File: src/rtl/day5_mult_pkg.sv
// Shared types and sizing helpers for the shift-and-add multiplier.
package day5_mult_pkg;

   typedef enum logic {
      IDLE,
      CALC
   } state_t;

   localparam int DEF_WIDTH = 4;

   // Keeps at least one counter bit so WIDTH=1 still elaborates.
   function automatic int cnt_width(input int width);
      return (width > 1) ? $clog2(width) : 1;
   endfunction

endpackage

File: src/rtl/day5_4bit_multiplier.sv
// Sequential unsigned multiplier: one multiplier bit per clock,
// start/done handshake, operands captured at start.
module day5_4bit_multiplier
   import day5_mult_pkg::*;
#(
   parameter int WIDTH = DEF_WIDTH
) (
   input  logic               clk,
   input  logic               rst,
   input  logic               start,
   input  logic [WIDTH-1:0]   a_in,
   input  logic [WIDTH-1:0]   b_in,
   output logic [2*WIDTH-1:0] product,
   output logic               busy,
   output logic               done
);

   localparam int PW = 2 * WIDTH;
   localparam int CW = cnt_width(WIDTH);
   localparam logic [CW-1:0] LAST = CW'(WIDTH - 1);

   state_t           r_state;
   logic [PW-1:0]    r_mcand;
   logic [WIDTH-1:0] r_mplier;
   logic [PW-1:0]    r_acc;
   logic [CW-1:0]    r_cnt;
   logic [PW-1:0]    r_product;
   logic             r_busy;
   logic             r_done;

   logic [PW-1:0]    w_acc_next;

   assign w_acc_next = r_mplier[0] ? (r_acc + r_mcand) : r_acc;

   assign product = r_product;
   assign busy    = r_busy;
   assign done    = r_done;

   always_ff @(posedge clk) begin
      if (rst) begin
         r_state   <= IDLE;
         r_mcand   <= '0;
         r_mplier  <= '0;
         r_acc     <= '0;
         r_cnt     <= '0;
         r_product <= '0;
         r_busy    <= 1'b0;
         r_done    <= 1'b0;
      end else begin
         r_done <= 1'b0;
         unique case (r_state)
            IDLE: begin
               if (start) begin
                  r_mcand  <= {{WIDTH{1'b0}}, a_in};
                  r_mplier <= b_in;
                  r_acc    <= '0;
                  r_cnt    <= '0;
                  r_busy   <= 1'b1;
                  r_state  <= CALC;
               end
            end
            CALC: begin
               r_acc    <= w_acc_next;
               r_mcand  <= r_mcand << 1;
               r_mplier <= r_mplier >> 1;
               r_cnt    <= r_cnt + 1'b1;
               // Last bit: publish the sum including this bit's term.
               if (r_cnt == LAST) begin
                  r_product <= w_acc_next;
                  r_done    <= 1'b1;
                  r_busy    <= 1'b0;
                  r_state   <= IDLE;
               end
            end
            default: r_state <= IDLE;
         endcase
      end
   end

endmodule

File: config.mk
export PLATFORM = sky130hd
export DESIGN_NAME = day5_4bit_multiplier
export DESIGN_NICKNAME = d
export VERILOG_FILES = /design/src/rtl/day5_mult_pkg.sv /design/src/rtl/day5_4bit_multiplier.sv
export SDC_FILE = /design/constraint.sdc
export NUM_CORES = 1
export LEC_CHECK = 0
export CORE_UTILIZATION = 49
export DETAILED_ROUTE_END_ITERATION = 6
export PLACE_DENSITY = 0.75
export REMOVE_ABC_BUFFERS = 1
export SETUP_SLACK_MARGIN = 0.05
export SYNTH_ARGS = -nofsm -noshare
export SYNTH_HDL_FRONTEND = slang
export SYNTH_SLANG_ARGS = --single-unit
File: constraint.sdc
create_clock -name clk -period 1.9 [get_ports clk]
set_clock_uncertainty 0.15 [all_clocks]
set_input_delay 0.475 -clock clk [delete_from_list [all_inputs] [get_ports clk]]
set_output_delay 0.475 -clock clk [all_outputs]
set_load 0.01 [all_outputs]
==> results of run 1 <==
-- worst max-delay path: stages, from the launching register on --
cell	delay (ps)
sky130_fd_sc_hd__dfxtp_4	370
sky130_fd_sc_hd__ha_4	250
sky130_fd_sc_hd__a211oi_4	240
sky130_fd_sc_hd__o31ai_4	100
sky130_fd_sc_hd__and4b_1	230
sky130_fd_sc_hd__or4_1	480
sky130_fd_sc_hd__nand3_1	90
-- final cells by class --
cell class                 count  area, um^2
clock buffer                   6        41.3
clock inverter                 2        10.0
fill                         233         791
inverter                       5        18.8
multi-input combinational    133        1030
sequential                    33         672
tap                           44        55.1
timing repair buffer          54         458
-- power groups by stage --
| stage | combinational (mW) | clock (mW) | sequential [mW] |
|---|---|---|---|
| after global routing | 0.198 | 0.424 | 0.728 |
| after floorplan | 0.0611 | 0 | 0.745 |
| after global placement | 0.155 | 0 | 0.737 |
| after CTS | 0.171 | 0.383 | 0.723 |
| final | 0.182 | 0.387 | 0.726 |
| after detailed placement | 0.162 | 0 | 0.738 |
-- registers in the layout, indices dropped and copies added, names as in the netlist --
signal    flops
busy          1
done          1
r_mcand       8
r_cnt         2
product       8
r_state       1
r_acc         8
r_mplier      4
-- layer usage --
layer | track usage (%) | up-vias | part of all wire, %
met1 | 29.7 | 766 | 38
li1 | - | 756 | -
met5 | 0 | - | 0
met4 | 12.9 | 0 | 4.1
met2 | 44.6 | 69 | 51
met3 | 8.73 | 19 | 6.4
-- cell usage in the layout, fill, tap and decap left out, types with 4 or more instances in the layout --
master / instances
sky130_fd_sc_hd__buf_4: 34
sky130_fd_sc_hd__nor2_1: 27
sky130_fd_sc_hd__dfxtp_1: 26
sky130_fd_sc_hd__a21oi_1: 14
sky130_fd_sc_hd__mux2i_1: 11
sky130_fd_sc_hd__clkdlybuf4s50_1: 10
sky130_fd_sc_hd__nand2_1: 7
sky130_fd_sc_hd__nand3_1: 7
sky130_fd_sc_hd__nor3b_1: 6
sky130_fd_sc_hd__ha_4: 6
sky130_fd_sc_hd__dlygate4sd2_1: 6
sky130_fd_sc_hd__dfxtp_2: 6
sky130_fd_sc_hd__a21oi_2: 5
sky130_fd_sc_hd__a22oi_1: 5
sky130_fd_sc_hd__a32oi_1: 5
sky130_fd_sc_hd__clkbuf_4: 5
sky130_fd_sc_hd__inv_1: 4
sky130_fd_sc_hd__dlymetal6s2s_1: 4
-- repair_timing --
item,CTS,global route
pin swaps,9,1
hold buffers,0,0
setup buffers,1,1
gates resized for setup,29,12
endpoints found under the setup margin,13,10
-- kinds of logic after synthesis --
group,count (synthesis)
compound gates,45
xor+xnor,5
fa+ha+maj,9
buf+inv,17
flops,33
mux,11
simple gates,63
-- metrics by stage --
step,total power [mW],setup TNS (ps)
after detailed placement,0.899,-896
after global placement,0.892,-533
after global routing,1.35,-297
after floorplan,0.807,-133
final,1.29,-87.5
after CTS,1.28,-65.0
-- worst paths after layout --
kind / end / start / cells past startpoint / slack (ps)
worst min register to register: product[0]$_SDFFE_PP0P_ / product[0]$_SDFFE_PP0P_ / 2 / 320
worst min-delay path: product[0]$_SDFFE_PP0P_ / product[0]$_SDFFE_PP0P_ / 2 / 320
worst max-delay path: product[7]$_SDFFE_PP0P_ / r_mcand[1]$_SDFFE_PP0P_ / 6 / -80
worst max register to register: product[7]$_SDFFE_PP0P_ / r_mcand[1]$_SDFFE_PP0P_ / 6 / -80
==> flow_summary.rst, run 1 <==
.. list-table::
   :header-rows: 1

   * - Metric
     - Value
   * - Inserted Clock Buffers
     - 5
   * - Most common library cells after synthesis
     - 33 x sky130_fd_sc_hd__dfxtp_1, 28 x sky130_fd_sc_hd__nor2_1, 19 x sky130_fd_sc_hd__a21oi_1, 11 x sky130_fd_sc_hd__mux2i_1, 10 x sky130_fd_sc_hd__clkbuf_1
   * - XOR/XNOR Fraction of Synth Area
     - 2.72%
   * - Compound-cell area share of the yosys netlist
     - 18.3%
   * - Leading post-synthesis cells by cell area
     - sky130_fd_sc_hd__dfxtp_1 41%, sky130_fd_sc_hd__mux2i_1 6.8%, sky130_fd_sc_hd__nor2_1 6.5%, sky130_fd_sc_hd__ha_1 6.2%, sky130_fd_sc_hd__a21oi_1 5.9%
   * - Comb power frac
     - between 10% and 20%
   * - Warning count from the yosys run
     - 0
   * - Type of the setup path with the least slack
     - reg -> reg
   * - First-pass GRT wire length
     - approximately 6.7 mm
   * - Initial antenna violation count
     - 0
   * - Count of nets left with antenna violations after detail routing
     - 0
   * - Row count
     - 20
   * - Yosys cell types
     - 38
   * - Setup WS pre-CTS
     - -216 ps
   * - Share of synthesized flip-flops with an asynchronous set or reset
     - 0%
   * - #FFs+latches synth
     - 33
   * - Number of enable-type register cells in the synthesized netlist
     - 0
   * - Fin util
     - 74.3%
   * - # diodes
     - 0
   * - Clock share of power
     - about 30%
   * - Final Cycle Share
     - 104%
   * - Combined global-route utilization of all metal layers
     - 26.4%
   * - Post-place instance area
     - 2060 um^2
   * - Routed wire length
     - 4.43 mm
   * - Vias
     - about 1,600
   * - Tmin final
     - slightly below 2000 ps
   * - Relative area change from synthesis to final layout
     - 42.0%
   * - Number of nets in the layout
     - about 250
   * - Finish-stage setup viols
     - 3
   * - Count of mapped cells out of synthesis
     - about 180
   * - CTS sink cnt
     - 33
   * - Result of the run
     - complete, but fails checks
   * - Design area
     - 2290 um^2
   * - Basic-gate share of the synthesized area counting and, or, nand and nor cells
     - 19.6%
   * - Clock insertion delay at the later pin of the skew report
     - 350 ps
   * - CTS clock-pin slew for the worst setup and hold paths
     - 100 ps
   * - Initial DRC count
     - 88
   * - Mean instance size in the synthesized netlist
     - 8.80 um^2
   * - Largest family of logic cells by synthesized area
     - simple AND/OR/NAND/NOR gates
   * - Cell type with the highest aggregate area in the netlist
     - sky130_fd_sc_hd__dfxtp_1
   * - CTS tree
     - yes
   * - Critical Path Fanout Max
     - 3
   * - Switch Pwr
     - 0.355 mW
   * - Total leakage power
     - 1.05 nW
   * - Setup slack of the critical path after layout
     - -76.5 ps
   * - Register share of total power
     - 56.1%
   * - Half-perimeter wire length after detailed placement
     - 2.89 mm
   * - Adder and majority cell fraction of the synthesized area
     - 7.46%
   * - Final routed DRC violation total
     - 0
   * - Most used flip-flop cell after synthesis
     - sky130_fd_sc_hd__dfxtp_1
   * - Floorplan die width
     - 59.3 um
   * - Setup repair after global routing missed its margin
     - yes
   * - GP Congestion
     - 0.853
   * - Sequential cell area fraction in the yosys report
     - 41.0%
   * - Avg Vias per Cell
     - a little under 6
   * - Routed wirelength normalized by instance count
     - between 15 and 20 um
   * - Filler-free cell count of the finished design
     - roughly 280
   * - Share of synthesized area spent on multiplexers
     - 6.84%
   * - Violations in the final reports
     - negative setup slack
   * - Cell area after technology mapping
     - around 1600 um^2
   * - Number of hold violations in the final report
     - 0
   * - Worst slew margin relative to its limit
     - 75.4%
   * - Placed insts
     - 267
   * - Worst path arrival time
     - 2120 ps
   * - First drt pass iteration count
     - 4
   * - Area fraction of the dominant cell type after synthesis
     - 41.0%
   * - CTS H-tree depth
     - 2
   * - Die Footprint
     - 3520 um^2
   * - IR Drop Worst-Case VDD
     - 0.441 mV
   * - Cell chosen for the clock root
     - sky130_fd_sc_hd__clkbuf_4
   * - Switching power as a share of total power
     - 27.4%
   * - Buffers added on ports
     - 20
   * - Final Max Tran Viols
     - 0
   * - Number of global-route vias before repair
     - 1,476
   * - Die outline height
     - between 50 and 60 um
   * - Slew at the pin closest to its max-slew limit
     - between 300 and 400 ps
   * - WHS
     - 319 ps
   * - Fraction of final layout cells sized beyond drive strength 1
     - 29.6%
   * - Floorplan core area
     - roughly 3100 um^2
   * - Starting utilization of the core area
     - 52.3%
   * - Kind of capture point of the worst setup path
     - flip-flop
   * - Total congestion overflow
     - 0
   * - Int Power
     - around 0.94 mW
   * - Type of the most critical hold path
     - reg -> reg
   * - Power density normalized to cell area
     - 566 nW/um^2
   * - Boundary pin count
     - 21
   * - Launching element type of the critical path
     - flip-flop
   * - Max-cap violations
     - 0
   * - Most frequently used cell type in the post-synthesis netlist
     - sky130_fd_sc_hd__dfxtp_1
   * - Deepest clock path buffer count
     - 2
   * - Maximum number of pins on one net before global-route repair
     - 21
   * - CP required
     - 2040 ps
   * - Achievable frequency
     - 0.506 GHz
(Power assumes the default switching activity.)
==> inputs of run 2 (changes only) <==
- CTS_CLUSTER_SIZE: not set -> 30
==> results of run 2 <==
The final DEF is identical to that of run 1; final timing and power are the same.
